## config.mk

```make
export PLATFORM = sky130hd
export DESIGN_NAME = plot_scheduler
export DESIGN_NICKNAME = d
export VERILOG_FILES = /design/src/rtl/plot_scheduler.sv
export SDC_FILE = /design/constraint.sdc
export NUM_CORES = 1
export LEC_CHECK = 0
export CAP_MARGIN = 5
export CORE_MARGIN = 3
export CORE_UTILIZATION = 50
export CTS_CLUSTER_DIAMETER = 200
export DETAILED_ROUTE_END_ITERATION = 8
export PLACE_DENSITY_LB_ADDON = 0.1
export SLEW_MARGIN = 10
export SYNTH_ARGS = -nofsm -noshare
export SYNTH_HDL_FRONTEND = slang
export SYNTH_SLANG_ARGS = --single-unit
```

## constraint.sdc

```tcl
create_clock -name clk -period 5.15 [get_ports clk]
set_clock_uncertainty 0.1 [all_clocks]
set_input_delay 1.03 -clock clk [delete_from_list [all_inputs] [get_ports clk]]
set_output_delay 1.03 -clock clk [all_outputs]
set_load 0.02 [all_outputs]
```

## src/rtl/plot_scheduler.sv

```systemverilog
// plot_scheduler: round-robin owner of the single VGA pixel-write port.
// Each granted update erases the old rectangle in the background colour,
// then draws the new rectangle in the object colour, one pixel per clock.
module plot_scheduler #(
  parameter int         NUM_REQ   = 3,
  parameter int         MAX_X     = 159,
  parameter int         MAX_Y     = 119,
  parameter logic [2:0] BG_COLOUR = 3'b000
) (
  input  logic                 clk,
  input  logic                 resetn,
  input  logic [NUM_REQ-1:0]   req,
  input  logic [NUM_REQ*8-1:0] new_x,
  input  logic [NUM_REQ*7-1:0] new_y,
  input  logic [NUM_REQ*8-1:0] old_x,
  input  logic [NUM_REQ*7-1:0] old_y,
  input  logic [NUM_REQ*8-1:0] size_x,
  input  logic [NUM_REQ*7-1:0] size_y,
  input  logic [NUM_REQ*3-1:0] colour,
  output logic [NUM_REQ-1:0]   ack,
  output logic                 busy,
  output logic [1:0]           grant_id,
  output logic [7:0]           vga_x,
  output logic [6:0]           vga_y,
  output logic [2:0]           vga_colour,
  output logic                 vga_plot
);

  typedef enum logic [1:0] {S_IDLE, S_ERASE, S_DRAW, S_DONE} state_t;

  state_t     state;
  logic [1:0] pick_id;
  logic [7:0] sel_nx, sel_ox, sel_sx;
  logic [6:0] sel_ny, sel_oy, sel_sy;
  logic [2:0] sel_col;

  // Update latched at grant; the requester may change its inputs afterwards.
  logic [7:0] lat_nx, lat_ox, lat_sx;
  logic [6:0] lat_ny, lat_oy, lat_sy;
  logic [2:0] lat_col;
  logic [7:0] cx;
  logic [6:0] cy;

  // Pixel stage between scan counters and the registered vga_* outputs.
  logic [7:0] p_x;
  logic [6:0] p_y;
  logic [2:0] p_col;
  logic       p_plot;

  logic [7:0] base_x;
  logic [6:0] base_y;
  logic [8:0] sum_x;
  logic [7:0] sum_y;
  logic       zero_size, in_range, last_col, last_pix;

  // Round-robin pick: search starts at the requester after the last grant.
  always_comb begin
    case (grant_id)
      2'd0:    pick_id = req[1] ? 2'd1 : (req[2] ? 2'd2 : 2'd0);
      2'd1:    pick_id = req[2] ? 2'd2 : (req[0] ? 2'd0 : 2'd1);
      default: pick_id = req[0] ? 2'd0 : (req[1] ? 2'd1 : 2'd2);
    endcase
  end

  // Select the picked requester's fields out of the packed input buses.
  always_comb begin
    // NOTE: every always_comb output gets a default first so no path can
    // leave it unassigned and infer a latch.
    sel_nx  = '0;
    sel_ny  = '0;
    sel_ox  = '0;
    sel_oy  = '0;
    sel_sx  = '0;
    sel_sy  = '0;
    sel_col = '0;
    for (int i = 0; i < NUM_REQ; i++) begin
      if (int'(pick_id) == i) begin
        sel_nx  = new_x[i*8 +: 8];
        sel_ny  = new_y[i*7 +: 7];
        sel_ox  = old_x[i*8 +: 8];
        sel_oy  = old_y[i*7 +: 7];
        sel_sx  = size_x[i*8 +: 8];
        sel_sy  = size_y[i*7 +: 7];
        sel_col = colour[i*3 +: 3];
      end
    end
  end

  // Current pixel address; the extra sum bit keeps the carry for clipping.
  always_comb begin
    base_x    = (state == S_DRAW) ? lat_nx : lat_ox;
    base_y    = (state == S_DRAW) ? lat_ny : lat_oy;
    sum_x     = {1'b0, base_x} + {1'b0, cx};
    sum_y     = {1'b0, base_y} + {1'b0, cy};
    zero_size = (lat_sx == 8'd0) || (lat_sy == 7'd0);
    in_range  = (sum_x <= 9'(MAX_X)) && (sum_y <= 8'(MAX_Y));
    last_col  = (cx == lat_sx - 8'd1);
    last_pix  = zero_size || (last_col && (cy == lat_sy - 7'd1));
  end

  // Scheduler FSM with scan counters, pixel stage and registered outputs.
  always_ff @(posedge clk or negedge resetn) begin
    if (!resetn) begin
      state      <= S_IDLE;
      grant_id   <= 2'd2;
      ack        <= '0;
      busy       <= 1'b0;
      cx         <= '0;
      cy         <= '0;
      lat_nx     <= '0;
      lat_ny     <= '0;
      lat_ox     <= '0;
      lat_oy     <= '0;
      lat_sx     <= '0;
      lat_sy     <= '0;
      lat_col    <= '0;
      p_x        <= '0;
      p_y        <= '0;
      p_col      <= '0;
      p_plot     <= 1'b0;
      vga_x      <= '0;
      vga_y      <= '0;
      vga_colour <= '0;
      vga_plot   <= 1'b0;
    end else begin
      // NOTE: sequential state uses non-blocking assignments so every
      // register samples pre-edge values regardless of statement order.
      ack        <= '0;
      vga_x      <= p_x;
      vga_y      <= p_y;
      vga_colour <= p_col;
      vga_plot   <= p_plot;
      case (state)
        S_IDLE: begin
          p_plot <= 1'b0;
          if (|req) begin
            grant_id <= pick_id;
            lat_nx   <= sel_nx;
            lat_ny   <= sel_ny;
            lat_ox   <= sel_ox;
            lat_oy   <= sel_oy;
            lat_sx   <= sel_sx;
            lat_sy   <= sel_sy;
            lat_col  <= sel_col;
            cx       <= '0;
            cy       <= '0;
            busy     <= 1'b1;
            state    <= S_ERASE;
          end
        end
        S_ERASE, S_DRAW: begin
          p_x    <= sum_x[7:0];
          p_y    <= sum_y[6:0];
          p_col  <= (state == S_DRAW) ? lat_col : BG_COLOUR;
          p_plot <= !zero_size && in_range;
          if (last_pix) begin
            cx    <= '0;
            cy    <= '0;
            state <= (state == S_ERASE) ? S_DRAW : S_DONE;
          end else if (last_col) begin
            cx <= '0;
            cy <= cy + 7'd1;
          end else begin
            cx <= cx + 8'd1;
          end
        end
        S_DONE: begin
          p_plot        <= 1'b0;
          ack[grant_id] <= 1'b1;
          busy          <= 1'b0;
          state         <= S_IDLE;
        end
        default: state <= S_IDLE;
      endcase
    end
  end

endmodule

```

### Yosys cells after proc, flatten, opt, wreduce, memory -nomap -nowiden

Cells that the tools add are included.

* flip-flop bits (word level): 109
* bits of input ports: 149
* word-level logic and storage cells: 113

* $add $sub $neg: 6
* order comparisons: 4
* equal/unequal tests: 11
* multiplexer cells: 49
* reductions and logical operators: 22

Operators by type and width (count)
* 8-bit two-way mux: 13
* 7-bit two-way mux: 13
* 8-bit one-hot mux with 2 select lines: 1
* 3-bit two-way mux: 5
* 2-bit two-way mux: 7
* 7-bit one-hot mux with 2 select lines: 1
* 8-bit by 8-bit adder with 9-bit output: 1
* 9-bit by 8-bit less-or-equal comparator with 1-bit output (second input constant): 1
* 7-bit by 7-bit adder with 8-bit output: 1
* 8-bit by 1-bit adder with 8-bit output (second input constant): 1
* 2-bit equality test (second input constant): 4
* 8-bit equality test: 1
* 8-bit by 7-bit less-or-equal comparator with 1-bit output (second input constant): 1
* 8-bit logical NOT: 1
* 2-bit AND reduction: 4
* 8-bit by 1-bit subtractor with 8-bit output (second input constant): 1
* 7-bit by 1-bit adder with 7-bit output (second input constant): 1
* 7-bit equality test: 1
* 7-bit logical NOT: 1
* 7-bit by 1-bit subtractor with 7-bit output (second input constant): 1
* 2-bit logical NOT: 3
* 2-bit one-hot mux with 3 select lines: 1
* 2-bit by 1-bit equality test with 1-bit output (second input constant): 2
* 1-bit logical AND: 4
* 14 further kinds: 22

### Depth between registers and ports, before layout

Gate-level depths: netlist of the first run.

* word-level depth: 7
* gate-level depth with buffers: 15

### Worst setup path after synthesis of the first run

Ideal clock, no wire load.

* kind: reg2reg
* from: register state[0]
* to: register p_plot
* library setup time: 0.126 ns
* arrival time: 3.170 ns
* setup slack: 1.754 ns
* cell stages (with the launch flop): 14
* cell sequence: dfrtp_1 > inv_1 > ha_1 > clkbuf_1 > buf_1 > mux2_2 > ha_1 > a21oi_1 > a21boi_0 > o21a_1 > nor3_1 > o311ai_0 > o221ai_1 > o311a_1

* longest elaborated chain between the ends: 7
* elaborated cells on any way between the ends: 15

RTL lines
* start, declared: RTL line 31 `state_t state;`
* start signal, assigned: RTL line 159 `state <= (state == S_ERASE) ? S_DRAW : S_DONE;`
* 2-bit equality test: RTL line 91, 92, 133
* 8-bit two-way mux or 7-bit two-way mux (tied branches): RTL line 91, 92
* 8-bit by 8-bit adder with 9-bit output or 7-bit by 7-bit adder with 8-bit output (tied branches): RTL line 93, 94
* 9-bit by 8-bit less-or-equal comparator with 1-bit output or 8-bit by 7-bit less-or-equal comparator with 1-bit output (tied branches): RTL line 96 `in_range = (sum_x <= 9'(MAX_X)) && (sum_y <= 8'(MAX_Y));`
* 1-bit logical AND: RTL line 96
* 1-bit logical AND: RTL line 155 `p_plot <= !zero_size && in_range;`
* 1-bit one-hot mux with 2 select lines *: RTL line 133 `case (state)`
* end signal, assigned: RTL line 155
* end, declared: RTL line 48 `logic p_plot;`

Every way passes the cells marked *; elsewhere a longest branch is shown, timed or not.
A chain may end at the register's enable or synchronous reset.

### Final worst setup path of the first run

Ends and elaborated chain as after synthesis.

==> impl_metrics.py, run 1 <==
metrics = {
    "global_route": {
        "grt_overflow": 0,
        "track_usage_pct": 23.0,
        "antenna_found_initial": 0,
        "grt_pass1_vias": 5270,
        "grt_pass1_wl_um": 26200,
        "grt_max_degree": 85,
    },
    "worst_setup_path": {
        "regToRegSetupSlack_ns": 1.50,
        "startpoint_type": "register",
        "cp-end-kind": "register",
        "rr_worst_depth": 12,
        "cpMostUsedCell": "ha_1",
        "critPathTopFamily": "compound AO/OA/AOI/OAI gates",
        "critical_path_buf_inv_count": 2,
        "cpMaxStageDelayCell": "dfrtp_1",
        "required_ns": 5.28,
        "cp.arrival_ns": 3.78,
        "path_cells": "inv_1 -> ha_1 -> buf_4 -> mux2_2 -> ha_1 -> a21oi_1 -> a21boi_0 -> o21a_1 -> nor3_1 -> o311ai_0 -> o221ai_1 -> o311a_1",
        "cp_max_fo": 12,
        "worstReg2RegEnd": "p_plot$_DFF_PN0_",
        "critical_path_class": "register to register",
        "timing.rr.start": "state[0]$_DFFE_PN0P_",
        "critPathMaxStageDelay_ns": 0.41,
    },
    "placement": {
        "dp_hpwl_um": 12400,
        "placed_area_sq_mm": 0.00820,
        "port_buffers": 173,
        "gp_congestion": 0.819,
    },
    "power_and_ir_drop": {
        "irDropWorstVdd_uv": 451,
        "powerDensity_mw_per_mm2": 535,
        "p_leak_uw": 0.00383,
    },
    "synth": {
        "synth_edf_count": 0,
        "yosys_warnings": 0,
        "avgSynthCellArea_sq_um": 9.44,
        "mappedNetlistArea_sq_mm": 0.00635,
        "synth_flop_cell": "dfrtp_1",
        "async_flop_share_pct": 100,
        "postSynthCellCount": 673,
        "synth_seq_cells": 109,
        "yosysUniqueCellTypes": 65,
        "synth_nets": 849,
        "yosysSeqAreaShare_pct": 43.0,
    },
    "layout": {
        "antenna_cells": 0,
        "drive_above_1_share_pct": 8.05,
        "final_common_cell": "clkdlybuf4s50_1",
        "fin_area_sq_mm": 0.00850,
        "fin_nets": 1003,
        "post-route-util_pct": 69.6,
        "syn_to_final_growth_pct": 33.8,
        "layout_common_cells": "clkdlybuf4s50_1 (172), dfrtp_1 (108), nand2_1 (72)",
        "fillers": 978,
    },
    "min_path": {
        "min_to": "vga_plot$_DFF_PN0_",
        "hp-start": "p_plot$_DFF_PN0_",
        "holdCritPathClass": "register to register",
        "min_path_cells": 0,
    },
    "status": {
        "status": "completed",
    },
    "clock_network": {
        "post_cts_buffers": 0,
        "cts_resized": 0,
        "cts_tree": "done",
        "clockBufferDepth": 2,
        "insertion_delay_ns": 0.34,
        "clk_pin_slew_ns": 0.07,
        "clock-sinks": 109,
        "holdBufCountCts": 0,
        "numCtsBuffers": 9,
        "cts-root-buf": "clkbuf_16",
        "h-tree-depth": 3,
    },
    "sta": {
        "slew_headroom_pct": 29.2,
        "setup_tns_ns": 0,
        "clock.fmax_ghz": 0.274,
        "tightest_slew_ns": 1.06,
        "fin_crit_sh_pct": 70.9,
        "finalSetupViolations": 0,
        "grt_setup_unrepaired": "false",
        "hold_viol": 0,
        "drv_slew": 0,
        "finalCriticalPeriod_ns": 3.65,
    },
    "floorplanning": {
        "initial_utilization_pct": 52.0,
        "die_area_sq_mm": 0.0141,
        "fp.dieH_um": 119,
        "ios": 174,
        "core_sq_mm": 0.0122,
        "rows": 40,
        "die_w_um": 119,
    },
    "detailed_routing": {
        "wl_um": 15800,
        "vias": 5297,
        "drt_pass1_iterations": 5,
        "via_per_inst": 5.30,
        "drt_iter0_drc": 379,
        "routedWlPerCell_um": 15.8,
        "drtAntennaViolNets": 0,
        "drcViolationCount": 0,
    },
    "flow_run": {
        "maxCapViolCount": 0,
    },
}
-- per-layer routing --
layer | GRT usage, % | up-vias | part of all wire, %
met4 | 6.44 | 0 | 1.6
met5 | 0 | - | 0
li1 | - | 2667 | -
met2 | 36.1 | 153 | 47
met1 | 31.8 | 2457 | 46
met3 | 5.74 | 20 | 5.9
-- power by group --
group          internal [uW]  switching, uW
Sequential              1220            224
Combinational           1060           1350
Clock                    392            307
Total                   2670           1880
-- worst reg2reg max path, stage by stage (launching register included) --
cell	delay, ns
dfrtp_1	0.41
inv_1	0.11
ha_1	0.40
buf_4	0.28
mux2_2	0.40
ha_1	0.32
a21oi_1	0.08
a21boi_0	0.33
o21a_1	0.26
nor3_1	0.06
o311ai_0	0.39
o221ai_1	0.23
o311a_1	0.18
-- registers in the layout, indices dropped and copies added, names as in the netlist, 8 cells and up --
| signal | flops |
|---|---|
| lat_sx | 8 |
| cx | 8 |
| p_x | 8 |
| lat_ox | 8 |
| lat_nx | 8 |
| vga_x | 8 |
-- how the worst max path moves through the flow --
stage,from,end,cells past startpoint
finish,state[0]$_DFFE_PN0P_,p_plot$_DFF_PN0_,12
global route,state[0]$_DFFE_PN0P_,p_plot$_DFF_PN0_,12
CTS,state[0]$_DFFE_PN0P_,p_plot$_DFF_PN0_,12
detailed placement,req[1],cy[3]$_DFFE_PN0P_,7
global placement,req[1],cx[6]$_DFFE_PN0P_,7
floorplan,state[0]$_DFFE_PN0P_,p_plot$_DFF_PN0_,13
-- cells by family after synthesis --
family / after synthesis / synth area share [%]
DFF: 109 / 43.0
and+or+nand+nor: 190 / 14.5
AOI/OAI and AO/OA: 179 / 16.6
xor gates and xnor gates: 30 / 4.14
muxes: 75 / 12.3
buffers and inverters: 63 / 3.96
adders and majority gates: 27 / 5.55
-- through the flow --
step                      instances  hold slack (ns)  setup slack, ns  total power, uW
after detailed placement        984            0.258             1.40             3870
after CTS                      1000            0.276             1.49             4580
after floorplan                 673            0.231             1.75             3130
after global routing           1000            0.286             1.26             4910
final                          1000            0.269             1.50             4550
after global placement          984            0.236             1.50             3780
-- cells in the mapped netlist (all sizes together), types with 22 or more instances --
library cell  count  area (sq um)
a21oi            59           303
clkbuf           26          98.8
dfrtp           108          2700
ha               25           313
inv              26          97.6
mux2             25           282
mux2i            50           500
nand2            73           277
nor2             56           218
o21ai            79           403
xnor2            22           193
-- layout make-up --
class,count,area (sq um),share of cell area (%)
inverters,26,97.6,1.15
repair buffers,180,1780,21.0
multi-input cells,501,3380,39.8
clock inverters,5,57.6,0.677
clock buffers,11,243,2.86
flip-flops and latches,109,2730,32.1
well taps,168,210,2.47
Power figures use the tool's default switching activity.
==> run 2: changes to the inputs <==
Settings changed: CORE_UTILIZATION 50 to 49.
Clock period 5.15 ns to 3.5 ns, I/O delays scaled along.
==> run 2 against run 1 <==
Against the previous run: critical path depth fell by 1; clock-buffer cell count fell by 1; largest cell class unchanged; first-iteration DRC count rose by 6.1%; clock power rose by 36%; register-to-register slack got worse by 1.3 ns; global-route usage fell by 0.065 points; critical endpoint unchanged; cell count rose by 0.50%; design area rose by 0.63%.
==> impl_metrics.py, run 2 (same netlist as run 1, synthesis figures left out) <==
metrics = {
    "clock_network": {
        "post_cts_buffers": 0,
        "numCtsBuffers": 9,
        "clockBufferDepth": 2,
        "cts_resized": 2,
        "clk_pin_slew_ns": 0.07,
        "h-tree-depth": 3,
        "holdBufCountCts": 0,
        "insertion_delay_ns": 0.35,
        "cts_tree": "done",
        "clock-sinks": 109,
        "cts-root-buf": "clkbuf_16",
    },
    "power_and_ir_drop": {
        "pwr-share-clk_pct": 14.2,
        "p_leak_uw": 0.00385,
        "pwr-share-seq_pct": 32.0,
        "irDropWorstVdd_uv": 530,
        "swShare_pct": 41.8,
        "p_total_uw": 6720,
        "combPwrFrac_pct": 53.9,
        "internal_power_uw": 3910,
        "p_switching_uw": 2810,
        "powerDensity_mw_per_mm2": 786,
    },
    "global_route": {
        "grt_max_degree": 102,
        "grt_pass1_vias": 5247,
        "antenna_found_initial": 0,
        "grt_pass1_wl_um": 26100,
        "track_usage_pct": 22.9,
        "grt_overflow": 0,
    },
    "sta": {
        "setup_tns_ns": 0,
        "drv_slew": 0,
        "slew_headroom_pct": 44.9,
        "whs_ns": 0.251,
        "hold_viol": 0,
        "grt_setup_unrepaired": "false",
        "tightest_slew_ns": 0.827,
        "clock.fmax_ghz": 0.303,
        "finalSetupViolations": 0,
        "finalCriticalPeriod_ns": 3.30,
        "fin_crit_sh_pct": 94.4,
    },
    "layout": {
        "syn_to_final_growth_pct": 34.6,
        "fin_nets": 1008,
        "final_common_cell": "clkdlybuf4s50_1",
        "fillers": 988,
        "drive_above_1_share_pct": 8.72,
        "layout_common_cells": "clkdlybuf4s50_1 (172), dfrtp_1 (108), nand2_1 (72)",
        "antenna_cells": 0,
    },
    "detailed_routing": {
        "drtAntennaViolNets": 0,
        "routedWlPerCell_um": 16.0,
        "drt_iter0_drc": 402,
        "drt_pass1_iterations": 5,
        "vias": 5353,
        "drcViolationCount": 0,
        "via_per_inst": 5.33,
        "wl_um": 16100,
    },
    "worst_setup_path": {
        "critPathTopFamily": "compound AO/OA/AOI/OAI gates",
        "critPathMaxStageDelay_ns": 0.42,
        "critical_path_class": "register to register",
        "cpMaxStageDelayCell": "dfrtp_1",
        "required_ns": 3.63,
        "critical_path_buf_inv_count": 1,
        "cp_max_fo": 8,
        "startpoint_type": "register",
        "cp-end-kind": "register",
        "path_cells": "inv_1 -> ha_2 -> mux2_2 -> ha_1 -> a21oi_1 -> a21boi_1 -> o21a_1 -> nor3_1 -> o311ai_1 -> o221ai_1 -> o311a_1",
        "cp.arrival_ns": 3.44,
    },
    "floorplanning": {
        "initial_utilization_pct": 51.4,
        "rows": 40,
        "fp.dieH_um": 120,
        "ios": 174,
        "die_w_um": 120,
        "core_sq_mm": 0.0124,
        "die_area_sq_mm": 0.0144,
    },
    "placement": {
        "gp_congestion": 0.891,
        "dp_hpwl_um": 12700,
        "port_buffers": 173,
    },
    "status": {
        "status": "completed",
    },
    "flow_run": {
        "maxCapViolCount": 0,
    },
    "min_path": {
        "holdCritPathClass": "register to register",
    },
}
## run 2: metal layers
layer | wire length (um) | global-route usage, %
met5 | 0 | 0
met4 | 193 | 5.65
met3 | 1040 | 6.03
met2 | 7500 | 35.9
met1 | 7350 | 32.0
## run 2: area by class of cell
type                    count  area (sq um)  area share [%]
multi-input cells         501          3380            39.6
well taps                 168           210            2.46
inverters                  26          97.6            1.14
flip-flops and latches    109          2730            31.9
clock inverters             6          47.5           0.556
repair buffers            185          1860            21.7
clock buffers              10           229            2.68
## run 2: path summary, 6_finish.rpt
path | startpoint | to | slack, ns | cells past startpoint
hold reg to reg | p_plot$_DFF_PN0_ | vga_plot$_DFF_PN0_ | 0.25 | 0
setup reg to reg | state[0]$_DFFE_PN0P_ | p_plot$_DFF_PN0_ | 0.20 | 11
max in group asynchronous | resetn | lat_ox[2]$_DFFE_PN0P_ | 2.15 | 2
min in group asynchronous | resetn | lat_oy[1]$_DFFE_PN0P_ | 0.36 | 1
hold / removal | p_plot$_DFF_PN0_ | vga_plot$_DFF_PN0_ | 0.25 | 0
setup / recovery | state[0]$_DFFE_PN0P_ | p_plot$_DFF_PN0_ | 0.20 | 11
## run 2: power groups by stage
| stage | registers (uW) | logic (uW) | clock network (uW) |
|---|---|---|---|
| 6_report | 2150 | 3620 | 952 |
| 5_1_grt | 2220 | 4010 | 1030 |
| 4_1_cts | 2150 | 3640 | 969 |
| 3_5_place_dp | 2170 | 3610 | 0 |
| 3_3_place_gp | 2160 | 3500 | 0 |
| 2_1_floorplan | 2200 | 2400 | 0 |
## run 2: metrics by stage
step | cells | setup slack [ns] | util, % | cell area (sq um)
after floorplan | 673 | 0.104 | - | 6350
after global placement | 989 | 0.238 | 66.9 | 8270
after detailed placement | 989 | -0.0963 | 66.9 | 8270
after CTS | 1005 | 0.151 | 69.2 | 8550
after global routing | 1005 | 0.0211 | 69.2 | 8550
final | 1005 | 0.197 | 69.2 | 8550
==> run 3: changes to the inputs <==
Settings changed: CORE_UTILIZATION 49 to 50, CTS_BUF_LIST set to sky130_fd_sc_hd__clkbuf_2 sky130_fd_sc_hd__clkbuf_4 sky130_fd_sc_hd__clkbuf_8.
==> run 3 against run 2 <==
Against the previous run: register-to-register slack improved by 0.07 ns; largest cell class unchanged; highest routed layer unchanged; die area fell by 1.9%; non-clock buffer count did not move; sequential cell count stayed put; first-iteration DRC count down 27%; via count decreased by 0.77%; hold slack worse by 0.021 ns; critical endpoint unchanged; setup slack improved by 0.068 ns.
==> impl_metrics.py, run 3 (same netlist as run 1, synthesis figures left out) <==
metrics = {
    "detailed_routing": {
        "drtAntennaViolNets": 0,
        "drt_pass1_iterations": 5,
        "routedWlPerCell_um": 15.9,
        "drt_iter0_drc": 293,
        "drcViolationCount": 0,
        "vias": 5312,
        "via_per_inst": 5.29,
        "wl_um": 16000,
    },
    "layout": {
        "fin_area_sq_mm": 0.00852,
        "fillers": 968,
        "stdcell_count": 1005,
        "fin_nets": 1008,
        "drive_above_1_share_pct": 8.84,
        "antenna_cells": 0,
        "final_common_cell": "clkdlybuf4s50_1",
        "layout_common_cells": "clkdlybuf4s50_1 (172), dfrtp_1 (108), nand2_1 (72)",
        "syn_to_final_growth_pct": 34.2,
    },
    "sta": {
        "fin_crit_sh_pct": 92.4,
        "slew_headroom_pct": 56.5,
        "clock.fmax_ghz": 0.309,
        "finalCriticalPeriod_ns": 3.24,
        "drv_slew": 0,
        "grt_setup_unrepaired": "false",
        "finalSetupViolations": 0,
        "setup_tns_ns": 0,
        "hold_viol": 0,
        "tightest_slew_ns": 0.649,
        "worst_slack_ns": 0.264,
    },
    "floorplanning": {
        "die_w_um": 119,
        "core_sq_mm": 0.0122,
        "initial_utilization_pct": 52.0,
        "rows": 40,
        "ios": 174,
        "die_area_sq_mm": 0.0141,
        "fp.dieH_um": 119,
    },
    "global_route": {
        "grt_overflow": 0,
        "grt_pass1_vias": 5379,
        "track_usage_pct": 23.7,
        "grt_pass1_wl_um": 26800,
        "grt_max_degree": 102,
        "antenna_found_initial": 0,
    },
    "worst_setup_path": {
        "rr_worst_depth": 11,
        "worstReg2RegEnd": "p_plot$_DFF_PN0_",
        "startpoint_type": "register",
        "cp_max_fo": 9,
        "crit_path_end": "p_plot$_DFF_PN0_",
        "critical_path_class": "register to register",
        "timing.rr.start": "state[0]$_DFFE_PN0P_",
        "regToRegSetupSlack_ns": 0.26,
        "cp-end-kind": "register",
        "required_ns": 3.68,
        "cp.arrival_ns": 3.42,
        "cp-startpoint": "state[0]$_DFFE_PN0P_",
    },
    "clock_network": {
        "cts-root-buf": "clkbuf_8",
        "post_cts_buffers": 0,
        "insertion_delay_ns": 0.39,
        "clk_pin_slew_ns": 0.10,
        "clockBufferDepth": 2,
        "h-tree-depth": 3,
        "cts_tree": "done",
        "clock-sinks": 109,
        "holdBufCountCts": 0,
        "numCtsBuffers": 9,
    },
    "flow_run": {
        "maxCapViolCount": 0,
    },
    "placement": {
        "dp.cells": 989,
        "place_ws_ns": -0.0399,
        "port_buffers": 173,
        "placed_area_sq_mm": 0.00830,
        "dp_hpwl_um": 12700,
        "gp_congestion": 0.917,
    },
    "power_and_ir_drop": {
        "irDropWorstVdd_uv": 426,
        "pwr-share-seq_pct": 32.2,
        "p_total_uw": 6650,
        "p_leak_uw": 0.00384,
        "swShare_pct": 41.6,
        "internal_power_uw": 3880,
        "combPwrFrac_pct": 54.8,
        "p_switching_uw": 2770,
        "powerDensity_mw_per_mm2": 780,
        "pwr-share-clk_pct": 13.0,
    },
    "min_path": {
        "holdCritPathClass": "primary input to asynchronous set/reset pin",
    },
    "status": {
        "status": "completed",
    },
}
run 3: worst min-delay path by stage:
stage                                    end  slack [ns]  cells past startpoint
after floorplan           vga_plot$_DFF_PN0_        0.23                      0
after global placement    vga_plot$_DFF_PN0_        0.24                      0
after detailed placement  vga_plot$_DFF_PN0_        0.25                      0
after CTS                  cy[1]$_DFFE_PN0P_        0.26                      1
after global routing       cy[1]$_DFFE_PN0P_        0.27                      1
final                     vga_y[4]$_DFF_PN0_        0.23                      1
run 3: routing by layer:
metal / global-route usage, % / vias to the layer above / routed length, um
li1: - / 2672 / -
met1: 32.2 / 2472 / 7350
met2: 38.8 / 150 / 7530
met3: 5.79 / 18 / 939
met4: 5.00 / 0 / 173
met5: 0 / - / 0
run 3: area by class of cell:
| type | count | area (sq um) | area share [%] |
|---|---|---|---|
| inverters | 26 | 97.6 | 1.14 |
| repair buffers | 185 | 1880 | 22.1 |
| clock inverters | 3 | 68.8 | 0.807 |
| flip-flops and latches | 109 | 2730 | 32.0 |
| multi-input cells | 501 | 3380 | 39.7 |
| clock buffers | 13 | 154 | 1.81 |
| well taps | 168 | 210 | 2.47 |
run 3: critical path: stages, from the launching register on:
cell and delay, ns:
dfrtp_1 0.41, inv_1 0.11, ha_2 0.36, mux2_2 0.40
ha_1 0.32, a21oi_1 0.09, a21boi_1 0.25, o21a_1 0.26
nor3_1 0.08, o311ai_1 0.35, o221ai_1 0.23, o311a_1 0.17
run 3: power groups by stage:
stage / Sequential, uW / Clock, uW / Combinational (uW)
CTS: 2140 / 870 / 3670
detailed placement: 2160 / 0 / 3640
floorplan: 2200 / 0 / 2400
finish: 2140 / 862 / 3650
global placement: 2150 / 0 / 3530
global route: 2210 / 932 / 4050
run 3: repair_timing:
item,4_1_cts,5_1_grt
resized for setup,1,3
endpoints found under the setup margin,1,2
endpoints found under the hold margin,0,0
run 3: through the flow:
step           utilization (%)  hold WS, ns
3_3_place_gp              68.0        0.235
2_1_floorplan                -        0.231
4_1_cts                   69.8        0.259
5_1_grt                   69.8        0.269
6_report                  69.8        0.230
3_5_place_dp              68.0        0.246
==> RTL edit 1, RTL diff (flow settings as in run 2) <==
The parameter `NUM_REQ` goes from 3 to 5.
--- a/src/rtl/plot_scheduler.sv
+++ b/src/rtl/plot_scheduler.sv
@@ -2,7 +2,7 @@
 // Each granted update erases the old rectangle in the background colour,
 // then draws the new rectangle in the object colour, one pixel per clock.
 module plot_scheduler #(
-  parameter int         NUM_REQ   = 3,
+  parameter int         NUM_REQ   = 5,
   parameter int         MAX_X     = 159,
   parameter int         MAX_Y     = 119,
   parameter logic [2:0] BG_COLOUR = 3'b000
Ports: changed (9 resized); port bits go from 174 to 274. No check against the original RTL was run, so the function may have changed too.
==> RTL edit 1 against run 2 <==
Sequential share of layout area is 0.35 points higher. Sequential cell count is 1 higher. Worst setup slack better by 0.027 ns. Via count is 0.56% lower. Count of clock-buffer cells in the layout is 1 lower. Hold slack worse by 0.0014 ns. Final area is 0.19% lower. Area after synthesis is 0.26% lower. Total power hardly changed. Final cell count is 0.20% lower. Wire length is 3.0% lower. First-iteration DRC count is 23% lower. Largest power group unchanged. Highest routed layer unchanged.
==> RTL edit 1: results (changes against run 2) <==
final_layout:
  ratio_of_cells_with_drive_above_1_in_the_final_layout_pct: 8.50  # -0.22 points
  finalNetCount: 1105  # +9.6%
synth:
  yosysUniqueCellTypes: 57  # -12%
  synth.cells.most_frequent: "sky130_fd_sc_hd__dfrtp_1 (109), sky130_fd_sc_hd__o21ai_0 (68), sky130_fd_sc_hd__nand2_1 (65), sky130_fd_sc_hd__nor2_1 (65), sky130_fd_sc_hd__a21oi_1 (64)"
  dominant_cells_by_area_after_synthesis: "sky130_fd_sc_hd__dfrtp_1 (43%), sky130_fd_sc_hd__mux2i_1 (7.7%), sky130_fd_sc_hd__o21ai_0 (5.4%), sky130_fd_sc_hd__mux2_2 (5.3%), sky130_fd_sc_hd__ha_1 (5.1%)"
  syn_nets: 946  # +11%
  seq_area_frac_synth_pct: 43.5  # +0.51 points
setup_path:
  rrSetupSlack_ns: 0.22  # +0.03 ns
  worst_path_fanout_max: 16  # +8
  r2r_cells: 12  # +1
  cp.arrival_ns: 3.39  # -0.05 ns
global_routing:
  grt_max_degree: 84  # -18%
  grt_pass1_vias: 5313  # +1.3%
timing:
  worst_case_headroom_to_the_max_slew_limit_pct: 32.1  # -13 points
detailed_routing:
  wl_met1_mm: 6.75  # -8.2%
  detailroute.wirelength.met3_mm: 1.02  # -1.8%
  post_detailed_route_wirelength_per_cell_microns: 15.6  # -2.8%
  met2_wirelength_mm: 7.61  # +1.5%
  viasPerCell: 5.31  # -0.36%
  drt_first_pass_iters: 4  # -1
pwr:
  ir_worst_vdd_uv: 474  # -11%
  power.leakage_nw: 3.95  # +2.6%
clocking:
  cts_repair_resize_count: 0  # -2
place:
  port_buffers: 176  # +1.7%
outcome:
  status: "complete, no violations"
-- RTL edit 1: routing by layer --
metal / global-route usage [%] / vias to the layer above
met5: 0 / -
met4: 6.66 / 0
met3: 4.95 / 15
met2: 38.0 / 159
met1: 29.3 / 2495
li1: - / 2654
-- RTL edit 1: where the power goes --
| group | switching [W] | total [W] | internal [W] |
|---|---|---|---|
| registers | 0.000348 | 0.00216 | 0.00181 |
| logic | 0.00193 | 0.00356 | 0.00163 |
| clock network | 0.000448 | 0.000999 | 0.000551 |
| total | 0.00272 | 0.00672 | 0.00399 |
-- RTL edit 1: area by class of cell --
cell class                 count  share of cell area [%]
clock buffer                   9                    2.64
clock inverter                 7                   0.747
inverter                      22                   0.967
multi-input combinational    500                    39.2
sequential                   110                    32.3
tap                          168                    2.46
timing repair buffer         187                    21.8
-- RTL edit 1: cells by family (layout without fill, tap and decap cells) --
group,after synthesis,after routing,synth area share [%]
AOI/OAI and AO/OA,175,175,16.2
xor gates and xnor gates,28,28,3.87
adders and majority gates,28,28,5.77
buffers and inverters,61,225,3.91
DFF,110,110,43.5
muxes,79,79,13.1
other,1,1,0.0592
and+or+nand+nor,189,189,13.7
-- RTL edit 1: how the worst max path moves through the flow --
stage	slack [ns]	endpoint	from	cells after the start
after floorplan	0.26	p_plot	state[0]	12
after global placement	0.32	p_plot	state[0]	12
after detailed placement	0.21	p_plot	state[0]	12
after CTS	0.16	p_plot	state[0]	12
after global routing	0.02	p_plot	state[0]	12
final	0.22	p_plot	state[0]	12
-- RTL edit 1: worst max-delay path, stage by stage (launching register included) --
cell and delay, ns:
sky130_fd_sc_hd__dfrtp_1 0.40, sky130_fd_sc_hd__inv_1 0.12, sky130_fd_sc_hd__ha_1 0.25, sky130_fd_sc_hd__buf_6 0.22, sky130_fd_sc_hd__mux2_2 0.41, sky130_fd_sc_hd__ha_1 0.35
sky130_fd_sc_hd__nand3_1 0.11, sky130_fd_sc_hd__a21boi_0 0.26, sky130_fd_sc_hd__o21ai_0 0.16, sky130_fd_sc_hd__nor2b_1 0.16, sky130_fd_sc_hd__xnor2_1 0.14, sky130_fd_sc_hd__o21a_1 0.17
sky130_fd_sc_hd__a2111oi_0 0.29
-- RTL edit 1: stage by stage --
stage | hold slack (ns) | instance area (sq um) | std cells | utilization [%] | power, W
floorplan | 0.231 | 6340 | 671 | - | 0.00464
global placement | 0.232 | 8240 | 987 | 67.0 | 0.00555
detailed placement | 0.243 | 8240 | 987 | 67.0 | 0.00572
CTS | 0.256 | 8530 | 1003 | 69.3 | 0.00674
global route | 0.261 | 8540 | 1003 | 69.3 | 0.00727
finish | 0.250 | 8540 | 1003 | 69.3 | 0.00672
==> RTL edit 2, RTL diff (config.mk and constraints of run 2) <==
Without the edit above. The 4 states of `state_t` get a one-hot encoding in 4 bits.
--- a/src/rtl/plot_scheduler.sv
+++ b/src/rtl/plot_scheduler.sv
@@ -26,7 +26,7 @@
   output logic                 vga_plot
 );
 
-  typedef enum logic [1:0] {S_IDLE, S_ERASE, S_DRAW, S_DONE} state_t;
+  typedef enum logic [3:0] {S_IDLE = 4'b0001, S_ERASE = 4'b0010, S_DRAW = 4'b0100, S_DONE = 4'b1000} state_t;
 
   state_t     state;
   logic [1:0] pick_id;
Check against the original RTL: no difference found for any inputs over 4 cycles, from zero or initial values and one cycle with resetn low; so few cycles prove little.
==> RTL edit 2 against run 2 <==
Clock power shrank 1%. Largest cell class unchanged. Wire length grew 6.8%. Critical endpoint is now p_plot. Largest power group unchanged. Sequential cell count grew 2. Worst setup slack lost 0.022 ns. Final area grew 2.9%. Hold slack gained 0.024 ns. Sequential power grew 6%. Total power shrank 2.1%. Area after synthesis grew 2.6%. Fmax shrank 0.66%.
==> RTL edit 2: results (changes against run 2) <==
detailed_routing:
  drt_wl_total_mm: 17.2  # +6.8%
  met2_wirelength_mm: 8.16  # +8.7%
  viasPerCell: 5.52  # +3.6%
  wl_met1_mm: 7.65  # +4.2%
  drt_iter0_markers: 345  # -14%
  routed-via-count: 5722  # +6.9%
  detailroute.wirelength.met3_mm: 1.17  # +13%
timing:
  holdWs_ns: 0.275  # +0.0240 ns
  fmax_mhz: 301  # -0.66%
  worst_pin_slew_ns: 0.904  # +0.0775 ns
place:
  detailedPlacementHpwl_mm: 13.7  # +8.2%
  placed_cells: 1021  # +3.2%
  dpl_ws_ns: 0.108  # +0.204 ns
  placedInstanceArea_sq_um: 8510  # +2.9%
  final_weighted_congestion_in_routability_driven_placement: 0.892  # +0.16%
synth:
  synthMuxAreaShare_pct: 11.6  # -0.69 points
  synth_area_in_xor_xnor_pct: 3.23  # -0.91 points
  compound_gate_fraction_of_synth_area_pct: 18.3  # +1.8 points
  synth.cells.most_frequent: "sky130_fd_sc_hd__dfrtp_1 (109), sky130_fd_sc_hd__nand2_1 (70), sky130_fd_sc_hd__nor2_1 (69)"
  dominant_cells_by_area_after_synthesis: "sky130_fd_sc_hd__dfrtp_1 (42%), sky130_fd_sc_hd__mux2i_1 (8.0%), sky130_fd_sc_hd__ha_1 (4.4%), sky130_fd_sc_hd__nand2_1 (4.0%), sky130_fd_sc_hd__nor2_1 (4.0%)"
  seq_area_frac_synth_pct: 42.7  # -0.29 points
  yosysUniqueCellTypes: 63  # -3.1%
  yosys.area_share.adder_pct: 5.03  # -0.52 points
  syn_nets: 866  # +2.0%
  average_cell_area_after_synthesis_sq_um: 9.42  # -0.24%
setup_path:
  critical-path-slowest-cell: "sky130_fd_sc_hd__fa_1"
  crit_path_start: "state[1]"
  worst_path_fanout_max: 9  # +1
  critical_path.endpoint: "p_plot"
  r2r_cells: 12  # +1
  cp.arrival_ns: 3.46  # +0.02 ns
global_routing:
  grt_pass1_vias: 5631  # +7.3%
  gr-usage-met2_pct: 38.4  # +2.5 points
  grt_max_degree: 76  # -25%
  grt_antenna_before_repair: 0  # unchanged
  grt_usage_pct: 23.7  # +0.71 points
  grt_first_pass_wirelength_mm: 27.6  # +5.6%
  grt_use_met1_pct: 33.1  # +1.1 points
  groute.layer.met3.usage_pct: 4.01  # -2.0 points
pwr:
  ir_worst_vdd_uv: 334  # -37%
  combPwrFrac_pct: 51.1  # -2.8 points
  power.leakage_nw: 4.00  # +4.0%
  power_report.internal_total_w: 0.00385  # -1.5%
  clockNetworkPower_w: 0.000939  # -1%
  power_switching_share_pct: 41.5  # -0.34 points
final_layout:
  ratio_of_cells_with_drive_above_1_in_the_final_layout_pct: 9.02  # +0.30 points
  n_fill_cell: 1051  # +6.4%
worst_hold_path:
  hold_path_end: "vga_x[1]"
clocking:
  cts_repair_resize_count: 0  # -2
outcome:
  status: "complete, no violations"
RTL edit 2: changes by cell type in the layout (fill, tap and decap cells not counted), moves of 5 or more:
cell                       before  now
sky130_fd_sc_hd__a31oi_1        1   12
sky130_fd_sc_hd__a21o_1         5   22
sky130_fd_sc_hd__mux2_2        25   20
sky130_fd_sc_hd__a21oi_1       57   47
sky130_fd_sc_hd__nor2_1        55   68
sky130_fd_sc_hd__a211oi_1       1   15
sky130_fd_sc_hd__xnor2_1       22   17
sky130_fd_sc_hd__buf_4         10   22
sky130_fd_sc_hd__inv_1         26   17
sky130_fd_sc_hd__o21ai_0       64   21
sky130_fd_sc_hd__o21ai_1       13   41
RTL edit 2: layout make-up:
type	instances	area (sq um)	area share (%)
clock buffers	11	233	2.65
clock inverters	5	35.0	0.398
inverters	18	67.6	0.768
multi-input cells	525	3560	40.5
flip-flops and latches	111	2780	31.6
well taps	172	215	2.45
repair buffers	195	1910	21.7
